`src/rtl/perf_mon_pkg.sv`:
```
// Shared types and constants for the performance event monitor.
// Holds the FSM encoding and the read-select layout used by the top level.
package perf_mon_pkg;

  typedef enum logic [1:0] {
    IDLE = 2'd0,
    RUN  = 2'd1,
    DONE = 2'd2
  } monState_e;

  localparam int MAX_CH = 16;

  // The cycle counter sits directly after the last channel in the select space
  localparam int CYCLE_SEL_OFS = 0;

  localparam int SEL_W = $clog2(MAX_CH + 1);

  function automatic int cycleSel(input int numCh);
    return numCh + CYCLE_SEL_OFS;
  endfunction

endpackage

```
`src/rtl/perf_sat_counter.sv`:
```
// One saturating event counter with synchronous clear and an optional sticky
// overflow flag that records an increment request while already at all-ones.
module perf_sat_counter
  import perf_mon_pkg::*;
#(
  parameter int CNT_W   = 32,
  parameter bit FLAG_EN = 1'b1
) (
  input  logic             clock,
  input  logic             reset,
  input  logic             clear,
  input  logic             inc,
  output logic [CNT_W-1:0] count,
  output logic             ovf
);

  // Clear dominates an increment in the same cycle; at all-ones the count holds
  always_ff @(posedge clock) begin
    if (reset || clear) begin
      count <= '0;
      ovf   <= 1'b0;
    end else if (inc) begin
      if (&count) begin
        ovf <= FLAG_EN;
      end else begin
        count <= count + CNT_W'(1);
      end
    end
  end

endmodule

```
`src/rtl/perf_event_monitor.sv`:
```
// Multi-channel hazard/event performance monitor with cycle-limit auto-stop.
// Optional snapshot bank enabled by defining PERF_MON_SNAPSHOT_EN.
module perf_event_monitor
  import perf_mon_pkg::*;
#(
  parameter int NUM_CH      = 4,
  parameter int CNT_W       = 32,
  parameter int CYCLE_LIMIT = 70
) (
  input  logic              clk_i,
  input  logic              rst_i,
  input  logic              start_i,
  input  logic              clear_i,
  input  logic [NUM_CH-1:0] event_i,
  input  logic [SEL_W-1:0]  rd_sel_i,
  input  logic              rd_snap_i,
  input  logic              snap_i,
  output logic [CNT_W-1:0]  rd_data_o,
  output logic [CNT_W-1:0]  cycle_o,
  output logic              running_o,
  output logic              done_o,
  output logic [NUM_CH-1:0] overflow_o
);

  localparam int              CYC_SEL    = cycleSel(NUM_CH);
  localparam bit              LIMIT_EN   = (CYCLE_LIMIT != 0);
  localparam logic [CNT_W-1:0] LIMIT_LAST = CNT_W'(CYCLE_LIMIT - 1);

  monState_e        state;
  logic [CNT_W-1:0] chCount [NUM_CH];
  logic [CNT_W-1:0] cycleCount;
  logic             isRun;
  logic             limitHit;
  logic             unusedCycleOvf;
  logic [CNT_W-1:0] liveData;
  logic [CNT_W-1:0] readData;

  assign isRun    = (state == RUN);
  assign limitHit = LIMIT_EN && (cycleCount == LIMIT_LAST);
  assign cycle_o  = cycleCount;

  for (genvar k = 0; k < NUM_CH; k++) begin : gChannel
    perf_sat_counter #(
      .CNT_W   (CNT_W),
      .FLAG_EN (1'b1)
    ) uChCounter (
      .clock (clk_i),
      .reset (rst_i),
      .clear (clear_i),
      .inc   (isRun && event_i[k]),
      .count (chCount[k]),
      .ovf   (overflow_o[k])
    );
  end

  perf_sat_counter #(
    .CNT_W   (CNT_W),
    .FLAG_EN (1'b0)
  ) uCycleCounter (
    .clock (clk_i),
    .reset (rst_i),
    .clear (clear_i),
    .inc   (isRun),
    .count (cycleCount),
    .ovf   (unusedCycleOvf)
  );

  // Auto-stop wins over a pause request landing on the final counted cycle
  always_ff @(posedge clk_i) begin
    if (rst_i || clear_i) begin
      state     <= IDLE;
      running_o <= 1'b0;
      done_o    <= 1'b0;
    end else begin
      case (state)
        IDLE: begin
          if (start_i) begin
            state     <= RUN;
            running_o <= 1'b1;
          end
        end
        RUN: begin
          if (limitHit) begin
            state     <= DONE;
            running_o <= 1'b0;
            done_o    <= 1'b1;
          end else if (!start_i) begin
            state     <= IDLE;
            running_o <= 1'b0;
          end
        end
        DONE: begin
          state <= DONE;
        end
        default: begin
          state     <= IDLE;
          running_o <= 1'b0;
          done_o    <= 1'b0;
        end
      endcase
    end
  end

  always_comb begin
    liveData = '0;
    for (int k = 0; k < NUM_CH; k++) begin
      if (rd_sel_i == SEL_W'(k)) liveData = chCount[k];
    end
    if (rd_sel_i == SEL_W'(CYC_SEL)) liveData = cycleCount;
  end

`ifdef PERF_MON_SNAPSHOT_EN
  logic [CNT_W-1:0] snapBank [NUM_CH+1];
  logic [CNT_W-1:0] snapData;

  // Captures the values present before this edge's increments
  always_ff @(posedge clk_i) begin
    if (rst_i || clear_i) begin
      for (int k = 0; k <= NUM_CH; k++) snapBank[k] <= '0;
    end else if (snap_i) begin
      for (int k = 0; k < NUM_CH; k++) snapBank[k] <= chCount[k];
      snapBank[NUM_CH] <= cycleCount;
    end
  end

  always_comb begin
    snapData = '0;
    for (int k = 0; k <= NUM_CH; k++) begin
      if (rd_sel_i == SEL_W'(k)) snapData = snapBank[k];
    end
  end

  assign readData = rd_snap_i ? snapData : liveData;
`else
  logic unusedSnapInputs;

  assign unusedSnapInputs = snap_i ^ rd_snap_i;
  assign readData         = liveData;
`endif

  always_ff @(posedge clk_i) begin
    if (rst_i) begin
      rd_data_o <= '0;
    end else begin
      rd_data_o <= readData;
    end
  end

endmodule

```
`config.mk`:
```
export PLATFORM = sky130hd
export DESIGN_NAME = perf_event_monitor
export DESIGN_NICKNAME = d
export VERILOG_FILES = /design/src/rtl/perf_mon_pkg.sv /design/src/rtl/perf_sat_counter.sv /design/src/rtl/perf_event_monitor.sv
export SDC_FILE = /design/constraint.sdc
export NUM_CORES = 1
export LEC_CHECK = 0
export BUFFER_PORTS_ARGS = -buffer_cell sky130_fd_sc_hd__buf_2
export CORE_AREA = 8 8 147 149
export DETAILED_ROUTE_END_ITERATION = 8
export DIE_AREA = 0 0 155 157
export GPL_ROUTABILITY_DRIVEN = 0
export PLACE_DENSITY = 0.77
export SLEW_MARGIN = 5
export SYNTH_ARGS = -nofsm -noshare
export SYNTH_HDL_FRONTEND = slang
export SYNTH_SLANG_ARGS = --single-unit
```
`constraint.sdc`:
```
create_clock -name clk_i -period 2.7 [get_ports clk_i]
set_clock_uncertainty 0.2 [all_clocks]
set_input_delay 0.54 -clock clk_i [delete_from_list [all_inputs] [get_ports clk_i]]
set_output_delay 0.54 -clock clk_i [all_outputs]
set_load 0.03 [all_outputs]
```
==> impl_metrics.ini <==
[synth]
yosys.area_share.xor_xnor_pct = 4.09
synth_top_family_by_area = simple AND/OR/NAND/NOR gates
yosys.area_share.simple_pct = 28.4
synth.distinct_cells = 59
synth_compound_area_share_pct = 18.9
ys.flop_type = dfxtp_1
syn_area_um2 = 10300
syn_area_per_cell_um2 = 8.15
muxShareOfSynthArea_pct = 4.35
postSynth.asyncResetShare_pct = 0
yosysSeqAreaShare_pct = 39.0
synth_edf_count = 0
ys_ff_latch = 200
ys_warn_count = 0
syn_inst = 1261
synth_adder_area_share_pct = 0.731
synth_fp_nets = 1282

[detailed_routing]
num_vias = 10600
drc_errors = 8
drt-pass1-iter-count = 9
first_iter_violations = 1253
vias_per_cell = 6.47
ant_nets = 0
wl_per_cell_um = 19.6
wirelength_um = 32000

[floorplanning]
boundaryPins = 85
die_h_um = 157
rows = 51
initial_core_util_pct = 53.5
dieArea_um2 = 24300
core_area_um2 = 19200
fp.dieW_um = 155

[clock_network]
cts-resized-gates = 0
cts_setup_buffers = 0
htreeDepth = 4
clk_pin_slew_worst_paths_ns = 0.07
root_buffer = clkbuf_16
cts_buffers = 17
clockBufferDepth = 2
cts_hold_buf = 0
worstSkewPairLatency_ns = 0.44
cts_tree = yes
clock-sinks = 200

[sta]
period_needed_ns = 2.57
tightest_slew_ns = 1.10
drv_slew = 0
timing.final.crit_share_pct = 95.3
hold_viol_final = 0
rsz0062_at_grt = false
finalSetupTns_ns = 0
finalSetupViolCount = 0
slew_headroom_pct = 26.3
clock.fmax_ghz = 0.389

[finish]
final_nets = 1375
final_cells = 1632
multi_input_area_um2 = 5860
fillers = 1626
ff_latch_area_um2 = 4000
diodes = 0
syn2layout_area_growth_pct = 16.6
drive_gt1_share_pct = 17.3

[grt]
antenna_found_initial = 0
grt_max_degree = 45
grt_pass1_vias = 9371
grt_util_all_layers_pct = 26.1
grt_pass1_wl_um = 50600
grt-ovfl-total = 0

[pwr]
ir_worst_vdd_v = 0.000423
leakagePower_nw = 4.04
powerDensity_nw_per_um2 = 469

[setup_path]
cp_max_fo = 8
critPathKind = reg2reg
endpoint_kind = register
r2r-end = gChannel[2].uChCounter.count[22]$_SDFFE_PP0P_
worstPathRequired_ns = 2.87
worst_r2r_path_depth = 6
rr_startpoint = gChannel[2].uChCounter.count[7]$_SDFFE_PP0P_
critPathLaunchType = register
critPathArrivalTime_ns = 2.74
reg2reg_setup_slack_ns = 0.13
crit_start = gChannel[2].uChCounter.count[7]$_SDFFE_PP0P_

[hold_path]
hold_end = state[0]$_SDFFE_PP0P_
holdCritStartpoint = start_i
hold_depth = 3
hp-class = in2reg

[placed_design]
dp_hpwl_um = 23500
port_buffers = 82
place_inst = 1600

[status]
failed_checks = DRC
status = finished, violations left

[run]
maxCapViolCount = 0
worst max-delay path by stage:
stage,endpoint,slack (ns)
6_report,gChannel[2].uChCounter.count[22]$_SDFFE_PP0P_,0.13
5_1_grt,gChannel[1].uChCounter.count[19]$_SDFFE_PP0P_,0.03
4_1_cts,gChannel[1].uChCounter.count[26]$_SDFFE_PP0P_,0.13
3_5_place_dp,gChannel[1].uChCounter.count[27]$_SDFFE_PP0P_,0.03
3_3_place_gp,gChannel[1].uChCounter.count[31]$_SDFFE_PP0P_,0.07
2_1_floorplan,gChannel[2].uChCounter.count[3]$_SDFFE_PP0P_,0.09
metrics by stage:
step | hold slack (ns) | power, mW | worst slack [ns] | cell area [um^2] | util (%)
floorplan | 0.238 | 3.14 | 0.0910 | 10300 | -
global placement | 0.245 | 3.22 | 0.0656 | 11400 | 59.4
detailed placement | 0.258 | 3.22 | 0.0299 | 11400 | 59.4
CTS | 0.214 | 5.63 | 0.126 | 12000 | 62.3
global route | 0.234 | 5.77 | 0.0300 | 12000 | 62.3
finish | 0.218 | 5.62 | 0.127 | 12000 | 62.3
report_power, final:
group	internal [mW]	leakage (nW)	switching (mW)
Sequential	2.95	1.61	0.00331
Clock	1.23	0.268	1.23
Combinational	0.0617	2.17	0.145
cell usage after synthesis (13+ instances only):
cell type	number	share of area [%]
a211oi_1	14	1.0
a21oi_1	82	4.0
a222oi_1	32	3.1
and3_1	15	0.91
and4_1	13	1.1
clkbuf_1	72	2.6
dfxtp_1	200	39
inv_1	24	0.88
mux2i_1	39	3.8
nand2_1	113	4.1
nand3_1	52	2.5
nand4_1	52	3.2
nor2_1	128	4.7
nor3_1	14	0.68
nor4_1	32	1.9
o21ai_0	62	3.0
o31ai_1	32	2.3
or3_1	47	2.9
or4_1	49	3.6
xnor2_1	39	3.3
critical path, cell delays in order (launching register included):
cell	delay, ns
dfxtp_1	0.43
nand4_1	0.24
or4_1	0.60
buf_4	0.21
or3_1	0.37
nor3b_1	0.25
mux2i_1	0.20
routing by layer:
metal / wire length, um / global-route usage (%)
met5: 0 / 0
met4: 1380 / 12.9
met3: 3230 / 5.40
met2: 14400 / 41.4
met1: 13000 / 33.2
registers in the layout (all words and copies together), names as in the netlist:
| name | count |
|---|---|
| state | 2 |
| done_o | 1 |
| gChannel.uChCounter.ovf | 4 |
| running_o | 1 |
| rd_data_o | 32 |
| uCycleCounter.count | 32 |
| gChannel.uChCounter.count | 128 |
layout by cell type (no fill, tap or decap), types with 4 or more instances in the layout:
| master | instances |
|---|---|
| nor2_1 | 127 |
| nand4_1 | 52 |
| nand3_1 | 52 |
| clkbuf_16 | 17 |
| and2_1 | 6 |
| nor4b_1 | 4 |
| mux2_2 | 5 |
| a31oi_1 | 12 |
| inv_6 | 5 |
| a211oi_1 | 14 |
| or4_1 | 48 |
| buf_12 | 6 |
| buf_4 | 79 |
| buf_2 | 82 |
| and4_1 | 13 |
| o21ai_0 | 62 |
| and3_1 | 15 |
| nor3_1 | 11 |
| o211ai_1 | 7 |
| a31o_2 | 9 |
| o21ai_1 | 8 |
| or2_2 | 9 |
| o31ai_1 | 31 |
| xnor2_1 | 39 |
| mux2i_1 | 39 |
| ha_1 | 6 |
| inv_1 | 24 |
| nand2_1 | 113 |
| xor2_1 | 9 |
| a22o_1 | 8 |
| dfxtp_1 | 200 |
| nor4_1 | 29 |
| or3_1 | 47 |
| a222oi_1 | 32 |
| a21oi_1 | 82 |
cell families (layout without fill, tap and decap cells):
| group | Yosys count | count (layout) |
|---|---|---|
| AO/OA/AOI/OAI | 292 | 292 |
| AND/OR/NAND/NOR | 553 | 553 |
| flip-flops | 200 | 200 |
| multiplexers | 44 | 44 |
| XOR/XNOR | 48 | 48 |
| adder cells (fa/ha/maj) | 6 | 6 |
| buffers and inverters | 118 | 224 |
layout make-up:
type,count,area share (%)
multi-input combinational,943,49.0
sequential,200,33.4
timing repair buffer,168,9.48
clock buffer,18,3.67
tap,265,2.77
clock inverter,14,0.940
inverter,24,0.752
(Power assumes the default switching activity.)
